===== src/rtl/core_pkg.sv =====
// Shared types and decode helpers for the multicycle 16-bit core controller:
// FSM state encoding, opcode values (identical to the ALU select codes), field positions.
package core_pkg;

  typedef enum logic [2:0] {
    FETCH  = 3'd0,
    DECODE = 3'd1,
    EXEC   = 3'd2,
    WB     = 3'd3,
    HALT   = 3'd4
  } state_e;

  localparam logic [3:0] OP_ADD  = 4'b0000;
  localparam logic [3:0] OP_NOT  = 4'b0001;
  localparam logic [3:0] OP_AND  = 4'b0010;
  localparam logic [3:0] OP_OR   = 4'b0011;
  localparam logic [3:0] OP_SRA  = 4'b0100;
  localparam logic [3:0] OP_SLL  = 4'b0101;
  localparam logic [3:0] OP_BEZ  = 4'b0110;
  localparam logic [3:0] OP_BNZ  = 4'b0111;
  localparam logic [3:0] OP_XOR  = 4'b1000;
  localparam logic [3:0] OP_HALT = 4'b1111;

  localparam int OPC_MSB = 15;
  localparam int OPC_LSB = 12;
  localparam int RD_MSB  = 11;
  localparam int RD_LSB  = 8;
  localparam int RS1_MSB = 7;
  localparam int RS1_LSB = 4;
  localparam int RS2_MSB = 3;
  localparam int RS2_LSB = 0;

  function automatic logic [3:0] opcode_of(input logic [15:0] ir);
    return ir[OPC_MSB:OPC_LSB];
  endfunction

  // The branch offset reuses the rd and rs2 fields as one 8-bit two's-complement value.
  function automatic logic [7:0] branch_offset(input logic [15:0] ir);
    return {ir[RD_MSB:RD_LSB], ir[RS2_MSB:RS2_LSB]};
  endfunction

  function automatic logic is_alu_op(input logic [3:0] op);
    return (op == OP_ADD) || (op == OP_NOT) || (op == OP_AND) || (op == OP_OR) ||
           (op == OP_SRA) || (op == OP_SLL) || (op == OP_XOR);
  endfunction

  function automatic logic is_branch(input logic [3:0] op);
    return (op == OP_BEZ) || (op == OP_BNZ);
  endfunction

  function automatic logic is_reserved(input logic [3:0] op);
    return (op >= 4'b1001) && (op <= 4'b1110);
  endfunction

endpackage


===== src/rtl/core_ctrl_fsm.sv =====
// Multicycle control unit: FETCH-DECODE-EXEC-WB per instruction, drives imem handshake,
// reg-file controls and ALU select, and updates the PC from the sampled branch result.
module core_ctrl_fsm
  import core_pkg::*;
#(
  parameter int              PC_W   = 8,
  parameter logic [PC_W-1:0] RST_PC = '0
) (
  input  logic            clk,
  input  logic            rst_n,
  output logic            imem_req,
  output logic [PC_W-1:0] imem_addr,
  input  logic            imem_ack,
  input  logic [15:0]     imem_rdata,
  output logic [3:0]      rf_raddr_a,
  output logic [3:0]      rf_raddr_b,
  output logic            rf_we,
  output logic [3:0]      rf_waddr,
  output logic [3:0]      alu_sel,
  input  logic            alu_ovf,
  input  logic            alu_take_branch,
  output logic [PC_W-1:0] pc,
  output logic            ovf_sticky,
  output logic            halted
);

  state_e          state_q, state_d;
  logic [PC_W-1:0] pc_q, pc_d;
  logic [15:0]     ir_q, ir_d;
  logic            ovf_sticky_q, ovf_sticky_d;
  logic            take_q, take_d;
  // Holds off the fetch request for the first cycle after reset release.
  logic            run_q, run_d;

  logic [3:0]      opcode;
  logic [PC_W-1:0] offset_ext;
  logic            fetch_hit;

  assign opcode     = opcode_of(ir_q);
  assign offset_ext = PC_W'($signed(branch_offset(ir_q)));
  assign fetch_hit  = (state_q == FETCH) && run_q && imem_ack;

  always_ff @(posedge clk or negedge rst_n) begin
    if (!rst_n) begin
      state_q <= FETCH;
    end else begin
      state_q <= state_d;
    end
  end

  always_comb begin
    state_d = state_q;
    case (state_q)
      FETCH:   if (fetch_hit) state_d = DECODE;
      DECODE:  state_d = (opcode == OP_HALT) ? HALT : EXEC;
      EXEC:    state_d = WB;
      WB:      state_d = FETCH;
      HALT:    state_d = HALT;
      default: state_d = FETCH;
    endcase
  end

  always_ff @(posedge clk or negedge rst_n) begin
    if (!rst_n) begin
      pc_q         <= RST_PC;
      ir_q         <= '0;
      ovf_sticky_q <= 1'b0;
      take_q       <= 1'b0;
      run_q        <= 1'b0;
    end else begin
      pc_q         <= pc_d;
      ir_q         <= ir_d;
      ovf_sticky_q <= ovf_sticky_d;
      take_q       <= take_d;
      run_q        <= run_d;
    end
  end

  always_comb begin
    pc_d         = pc_q;
    ir_d         = ir_q;
    ovf_sticky_d = ovf_sticky_q;
    take_d       = take_q;
    run_d        = 1'b1;
    if (fetch_hit) begin
      ir_d = imem_rdata;
    end
    if (state_q == EXEC) begin
      take_d = alu_take_branch;
      if ((opcode == OP_ADD) && alu_ovf) begin
        ovf_sticky_d = 1'b1;
      end
    end
    if (state_q == WB) begin
      if (is_branch(opcode) && take_q) begin
        pc_d = pc_q + PC_W'(1) + offset_ext;
      end else begin
        pc_d = pc_q + PC_W'(1);
      end
    end
  end

  always_comb begin
    imem_req   = (state_q == FETCH) && run_q;
    imem_addr  = pc_q;
    pc         = pc_q;
    rf_raddr_a = ir_q[RS1_MSB:RS1_LSB];
    rf_raddr_b = ir_q[RS2_MSB:RS2_LSB];
    rf_waddr   = ir_q[RD_MSB:RD_LSB];
    rf_we      = (state_q == WB) && is_alu_op(opcode);
    alu_sel    = 4'b0000;
    if (((state_q == EXEC) || (state_q == WB)) && !is_reserved(opcode)) begin
      alu_sel = opcode;
    end
    ovf_sticky = ovf_sticky_q;
    halted     = (state_q == HALT);
  end

endmodule

===== config.mk =====
export PLATFORM = sky130hd
export DESIGN_NAME = core_ctrl_fsm
export DESIGN_NICKNAME = d
export VERILOG_FILES = /design/src/rtl/core_pkg.sv /design/src/rtl/core_ctrl_fsm.sv
export SDC_FILE = /design/constraint.sdc
export NUM_CORES = 1
export LEC_CHECK = 0
export CORE_ASPECT_RATIO = 1.4
export CORE_MARGIN = 4
export CORE_UTILIZATION = 40
export DETAILED_ROUTE_END_ITERATION = 16
export PLACE_DENSITY = 0.79
export SYNTH_ARGS = -nofsm -noshare
export SYNTH_HDL_FRONTEND = slang
export SYNTH_SLANG_ARGS = --single-unit

===== constraint.sdc =====
create_clock -name clk -period 5.81 [get_ports clk]
set_clock_uncertainty 0.2 [all_clocks]
set_input_delay 1.162 -clock clk [delete_from_list [all_inputs] [get_ports clk]]
set_output_delay 1.162 -clock clk [all_outputs]
set_load 0.005 [all_outputs]

==> results.py, run 1 <==
metrics = {
    "clocking": {
        "cts_sinks": 30,
        "postCtsSetupBuffers": 0,
        "ctsResizeCount": 0,
        "clock_latency_ps": 270,
        "htreeDepth": 2,
        "clkTransAtPathRegs_ps": 60,
        "cts_tree": "done",
        "clock-root-buffer": "clkbuf_8",
        "holdBufCountCts": 0,
        "cts_buffer_depth": 2,
        "cts_made_buffers": 5,
    },
    "critical_path": {
        "crit_family": "simple AND/OR/NAND/NOR gates",
        "critPathMaxFanout": 7,
        "r2r_end": "imem_addr[7]$_DFFE_PN0P_",
        "path_class": "flip-flop to output pin",
        "path_buf_inv": 1,
        "ff2ff_path_depth": 10,
        "slowest_delay_ps": 500,
        "r2r_start": "imem_addr[1]$_DFFE_PN0P_",
        "crit_required_ps": 4450,
        "endpoint_kind": "output pin",
        "rrSetupSlack_ps": 2830,
        "start_kind": "flip-flop",
        "setup.worst_path.start": "ir_q[12]$_DFFE_PN0P_",
        "crit_slowest_cell": "clkdlybuf4s50_1",
        "path_cells": "or3_1 -> a31oi_1 -> and2_1 -> clkdlybuf4s50_1",
        "arrival_ps": 2030,
    },
    "logic_synthesis": {
        "ys_warn_count": 0,
        "synth_nets": 232,
        "async_reset_ff_frac": 1.000,
        "yosysTopAreaCellShare": 0.3697,
        "synth.most_common_cell": "dfrtp_1",
        "synth_flop_cell": "dfrtp_1",
        "ys_top_cells_by_count": "30 x dfrtp_1, 22 x buf_4, 15 x nor2_1, 14 x a21oi_1, 14 x mux2_2",
        "ys_types": 56,
        "ys_seq_elements": 30,
        "synthTopCellsByArea": "dfrtp_1 37%, buf_4 8.1%, mux2_2 7.8%",
        "synth_edf_count": 0,
        "synth_area_sq_um": 2031,
        "avgSynthCellArea_sq_um": 10.10,
        "synthCells": 201,
        "seq_area_frac_synth": 0.3697,
        "netlist.top_cell.by_area": "dfrtp_1",
    },
    "run_status": {
        "outcome": "completed",
    },
    "cells_and_area": {
        "diodes": 0,
        "nNetsFinal": 266,
        "instances_no_fill": 300,
        "area_growth_pct": 25.38,
        "final_layout_size_suffix_gt1_frac": 0.1314,
    },
    "grt": {
        "grt_pass1_wl_um": 6858,
        "antenna_found_initial": 0,
        "grt_pass1_vias": 1592,
        "grt_start_max_net_pins": 31,
        "overflow": 0,
        "grtUsageTotal": 0.1403,
    },
    "sta": {
        "slew_viol_final": 0,
        "finalSetupViolCount": 0,
        "fmax_mhz": 294.6,
        "period_needed_ps": 3394,
        "fin_tns_setup_ps": 0,
        "finalCritPeriodShare": 0.5842,
        "worstMarginPinSlew_ps": 553.0,
        "hold_viol": 0,
        "slew-limit-headroom": 0.6294,
        "rsz0062_at_grt": "false",
    },
    "floorplan": {
        "die_h_um": 92.31,
        "start_util": 0.4162,
        "die_area_sq_um": 6297,
        "io_pins": 57,
        "die_w_um": 68.22,
        "num_rows": 30,
        "design.core.area_sq_um": 4880,
    },
    "detailed_routing": {
        "ant_nets": 0,
        "drc": 0,
        "wl_per_cell_um": 13.76,
        "vias_per_cell": 5.213,
        "vias": 1564,
        "drt_wl_total_um": 4127,
        "drt_iter0_drc": 45,
        "drtPass1Iterations": 4,
    },
    "power": {
        "p_leak_nw": 1.072,
        "vdd_drop_max_mv": 0.2712,
        "power_density_nw_per_um2": 564.3,
    },
    "placed_design": {
        "dp_hpwl_um": 3179,
        "placedCellCount": 292,
        "finalWeightedCongestion": 0.8016,
        "io_buffers": 56,
    },
    "worst_hold_path": {
        "hold_end": "ovf_sticky$_DFFE_PN0P_",
        "holdPathStages": 1,
        "hold_path.class": "flip-flop to flip-flop",
        "holdCritStartpoint": "ovf_sticky$_DFFE_PN0P_",
    },
    "job": {
        "cap_violations": 0,
    },
}
==> flip-flops by register name, summed over array words and instances (netlist names) <==
name	flops
imem_addr	8
run_q	1
state_q	3
take_q	1
ir_q	16
ovf_sticky	1
==> cells in the final DEF, fill, tap and decap left out, types with 6 or more instances in the layout <==
cell,instances
nand2_1,11
dfrtp_1,30
nor2_1,15
xnor2_1,7
mux2_2,14
clkbuf_8,6
ha_1,9
a21oi_1,14
nand3_1,6
clkdlybuf4s50_1,56
==> layer usage <==
layer	wire length (um)	part of all wire	global-route usage	up-vias
met5	0	0	0	-
met4	68	0.016	0.05141	0
met3	181	0.044	0.02549	6
met2	2235	0.54	0.2534	45
met1	1642	0.40	0.1572	740
li1	-	-	-	773
==> per-stage QoR <==
stage / cell area [sq um] / utilization / total power, mW / setup WS (ps) / hold WS, ps
6_report: 2546 / 0.5218 / 1.437 / 2416 / 274.0
3_3_place_gp: 2455 / 0.5031 / 1.251 / 2785 / 250.8
4_1_cts: 2546 / 0.5218 / 1.452 / 2417 / 276.3
2_1_floorplan: 2031 / - / 1.047 / 3081 / 266.3
3_5_place_dp: 2455 / 0.5031 / 1.269 / 2721 / 261.3
5_1_grt: 2546 / 0.5218 / 1.568 / 2328 / 296.3
==> power by group <==
| group | switching [mW] | leakage (nW) | total, mW | internal, mW |
|---|---|---|---|---|
| sequential | 0.132 | 0.364 | 0.434 | 0.303 |
| combinational | 0.365 | 0.660 | 0.832 | 0.466 |
| clock | 0.0753 | 0.0482 | 0.171 | 0.0954 |
==> cell families after synthesis <==
logic type,synth area share
AO/OA/AOI/OAI,0.1497
XOR/XNOR,0.04313
adder cells (fa/ha/maj),0.06531
buffers and inverters,0.1177
flip-flops,0.3697
multiplexers,0.09427
other,0.001847
AND/OR/NAND/NOR,0.1583
==> how the worst max path moves through the flow <==
stage,endpoint,slack [ps],cells past startpoint
4_1_cts,alu_sel[3],2420,4
3_3_place_gp,alu_sel[0],2780,4
2_1_floorplan,imem_addr[7]$_DFFE_PN0P_,3080,10
6_report,alu_sel[3],2420,4
5_1_grt,alu_sel[2],2330,4
3_5_place_dp,alu_sel[3],2720,4
==> area by class of cell <==
type | instances | area (sq um)
timing repair buffer | 57 | 568.0
clock buffer | 7 | 86.33
inverter | 4 | 15.01
sequential | 30 | 750.7
tap | 64 | 80.08
clock inverter | 1 | 5.005
multi-input combinational | 137 | 1041
fill | 455 | 2333
No activity file was read; power rests on OpenSTA's default activity.
==> run 2: changes to the inputs <==
--- a/config.mk
+++ b/config.mk
@@ -9,7 +9,7 @@
 export CORE_MARGIN = 4
 export CORE_UTILIZATION = 40
 export DETAILED_ROUTE_END_ITERATION = 16
-export PLACE_DENSITY = 0.79
+export PLACE_DENSITY = 0.81
 export SYNTH_ARGS = -nofsm -noshare
 export SYNTH_HDL_FRONTEND = slang
 export SYNTH_SLANG_ARGS = --single-unit
==> constraint.sdc (replaced) <==
create_clock -name clk -period 2.9 [get_ports clk]
set_clock_uncertainty 0.2 [all_clocks]
set_input_delay 0.58 -clock clk [delete_from_list [all_inputs] [get_ports clk]]
set_output_delay 0.58 -clock clk [all_outputs]
set_load 0.005 [all_outputs]
==> run 2 against run 1 <==
  * Register-to-register slack worse by 2700 ps
  * Sequential share of layout area decreased by 0.87 points
  * Die area unchanged
  * Wire length rose by 11%
  * Via count is 4.0% higher
  * Hold slack improved by 3.8 ps
  * Final cell count is 1.7% higher
  * Global-route usage rose by 1.4 points
  * Sequential power grew 93%
  * Combinational power grew 120%
  * Cell area up 3.0%
  * Clock-buffer cell count increased by 1
  * Critical endpoint is now alu_sel[1]
==> results.py, run 2 (same netlist as run 1, synthesis figures left out) <==
metrics = {
    "critical_path": {
        "critPathMaxFanout": 7,
        "r2r_end": "imem_addr[7]$_DFFE_PN0P_",
        "endpoint_kind": "output pin",
        "ff2ff_path_depth": 10,
        "r2r_start": "imem_addr[1]$_DFFE_PN0P_",
        "start_kind": "flip-flop",
        "path_class": "flip-flop to output pin",
        "arrival_ps": 2030,
        "rrSetupSlack_ps": 140,
        "crit_required_ps": 2120,
    },
    "placed_design": {
        "finalWeightedCongestion": 0.8349,
        "io_buffers": 56,
        "place_ws_ps": 112.6,
        "dp_hpwl_um": 3437,
    },
    "sta": {
        "slew_viol_final": 0,
        "finalSetupViolCount": 0,
        "finalCritPeriodShare": 0.9695,
        "finalWorstSetupSlack_ps": 88.57,
        "worst_hold_slack_ps": 277.8,
        "fmax_mhz": 355.7,
        "period_needed_ps": 2811,
        "hold_viol": 0,
    },
    "detailed_routing": {
        "vias_per_cell": 5.331,
        "vias": 1626,
        "wl_met2_um": 2414,
        "drt_wl_total_um": 4569,
        "wl_met3_um": 242,
        "ant_nets": 0,
        "wl_met1_um": 1808,
        "top_layer": "met4",
        "wl_per_cell_um": 14.98,
        "drc": 0,
        "drtPass1Iterations": 4,
        "drt_iter0_drc": 79,
    },
    "floorplan": {
        "die_w_um": 68.22,
        "io_pins": 57,
        "start_util": 0.4162,
        "design.core.area_sq_um": 4880,
        "num_rows": 30,
        "die_area_sq_um": 6297,
        "die_h_um": 92.31,
    },
    "cells_and_area": {
        "n_fill_cell": 446,
        "seq_area_sq_um": 750.7,
        "layout_commonest_cell": "clkdlybuf4s50_1",
        "multi_input_area_sq_um": 1062,
        "area_growth_pct": 29.21,
        "final_cell_mix": "56 x clkdlybuf4s50_1, 30 x dfrtp_1, 14 x nor2_1, 14 x a21oi_1, 14 x mux2_2",
        "nNetsFinal": 271,
        "diodes": 0,
        "largest_register_ffs": 16,
        "top_register": "ir_q",
        "final_layout_size_suffix_gt1_frac": 0.1701,
    },
    "grt": {
        "grtUsageTotal": 0.1539,
        "antenna_found_initial": 0,
        "grt_pass1_vias": 1631,
        "grt_pass1_wl_um": 7431,
        "grt_start_max_net_pins": 31,
        "overflow": 0,
    },
    "clocking": {
        "clock_latency_ps": 280,
        "cts_sinks": 30,
        "postCtsSetupBuffers": 0,
        "cts_buffer_depth": 2,
        "htreeDepth": 2,
        "holdBufCountCts": 0,
        "cts_tree": "done",
        "clock-root-buffer": "clkbuf_8",
        "clkTransAtPathRegs_ps": 60,
        "cts_made_buffers": 5,
    },
    "worst_hold_path": {
        "hold_end": "ovf_sticky$_DFFE_PN0P_",
        "holdPathStages": 1,
        "holdCritStartpoint": "ovf_sticky$_DFFE_PN0P_",
        "hold_path.class": "flip-flop to flip-flop",
    },
    "run_status": {
        "outcome": "completed",
    },
    "power": {
        "vdd_drop_max_mv": 0.5355,
        "power.internal_mw": 1.823,
        "p_comb_frac": 0.594,
        "power_density_nw_per_um2": 1154,
        "fin_total_pwr_mw": 3.028,
        "pwr-share-clk": 0.130,
        "seq_power_share": 0.276,
        "p_sw_frac": 0.3980,
        "p_sw_mw": 1.205,
        "p_leak_nw": 1.106,
    },
    "job": {
        "cap_violations": 0,
    },
}
==> run 2: worst max-delay path, stage by stage (launching register included) <==
cell and delay, ps:
dfrtp_1 440, or3_1 410, a31oi_2 230, and2_1 170, clkdlybuf4s50_1 500
==> run 2: worst max path at each step <==
| stage | from | to | slack (ps) | depth (start not counted) |
|---|---|---|---|---|
| 2_1_floorplan | imem_addr[1]$_DFFE_PN0P_ | imem_addr[7]$_DFFE_PN0P_ | 170 | 10 |
| 3_3_place_gp | imem_addr[0]$_DFFE_PN0P_ | imem_addr[7]$_DFFE_PN0P_ | 200 | 10 |
| 3_5_place_dp | imem_addr[1]$_DFFE_PN0P_ | imem_addr[7]$_DFFE_PN0P_ | 110 | 10 |
| 4_1_cts | ir_q[12]$_DFFE_PN0P_ | alu_sel[1] | 50 | 4 |
| 5_1_grt | ir_q[12]$_DFFE_PN0P_ | alu_sel[1] | -20 | 4 |
| 6_report | ir_q[12]$_DFFE_PN0P_ | alu_sel[1] | 90 | 4 |
==> run 2: repair_timing <==
| action | 4_1_cts | 5_1_grt |
|---|---|---|
| endpoints found under the setup margin | 0 | 5 |
| gates resized for setup | 0 | 4 |
| endpoints found under the hold margin | 0 | 0 |
==> run 2: layer usage <==
| layer | up-vias | global-route usage |
|---|---|---|
| li1 | 784 | - |
| met1 | 786 | 0.1793 |
| met2 | 47 | 0.2534 |
| met3 | 9 | 0.03762 |
| met4 | 0 | 0.07960 |
| met5 | - | 0 |
==> run 2: area by class of cell <==
| type | instances | area share |
|---|---|---|
| inverter | 4 | 0.005722 |
| timing repair buffer | 62 | 0.2308 |
| clock buffer | 8 | 0.04196 |
| tap | 64 | 0.03052 |
| multi-input combinational | 137 | 0.4049 |
| sequential | 30 | 0.2861 |
==> run 2: power groups by stage <==
stage	Combinational [mW]	Clock [mW]	Sequential (mW)
floorplan	1.32	0	0.780
global placement	1.73	0	0.825
detailed placement	1.77	0	0.841
CTS	1.79	0.405	0.834
global route	1.96	0.420	0.879
finish	1.80	0.393	0.837
==> run 2: through the flow <==
step	instances	setup TNS [ps]	utilization	area, sq um
2_1_floorplan	201	0	-	2031
3_3_place_gp	297	0	0.5108	2492
3_5_place_dp	297	0	0.5108	2492
4_1_cts	305	0	0.5333	2603
5_1_grt	305	-42.94	0.5377	2624
6_report	305	0	0.5377	2624
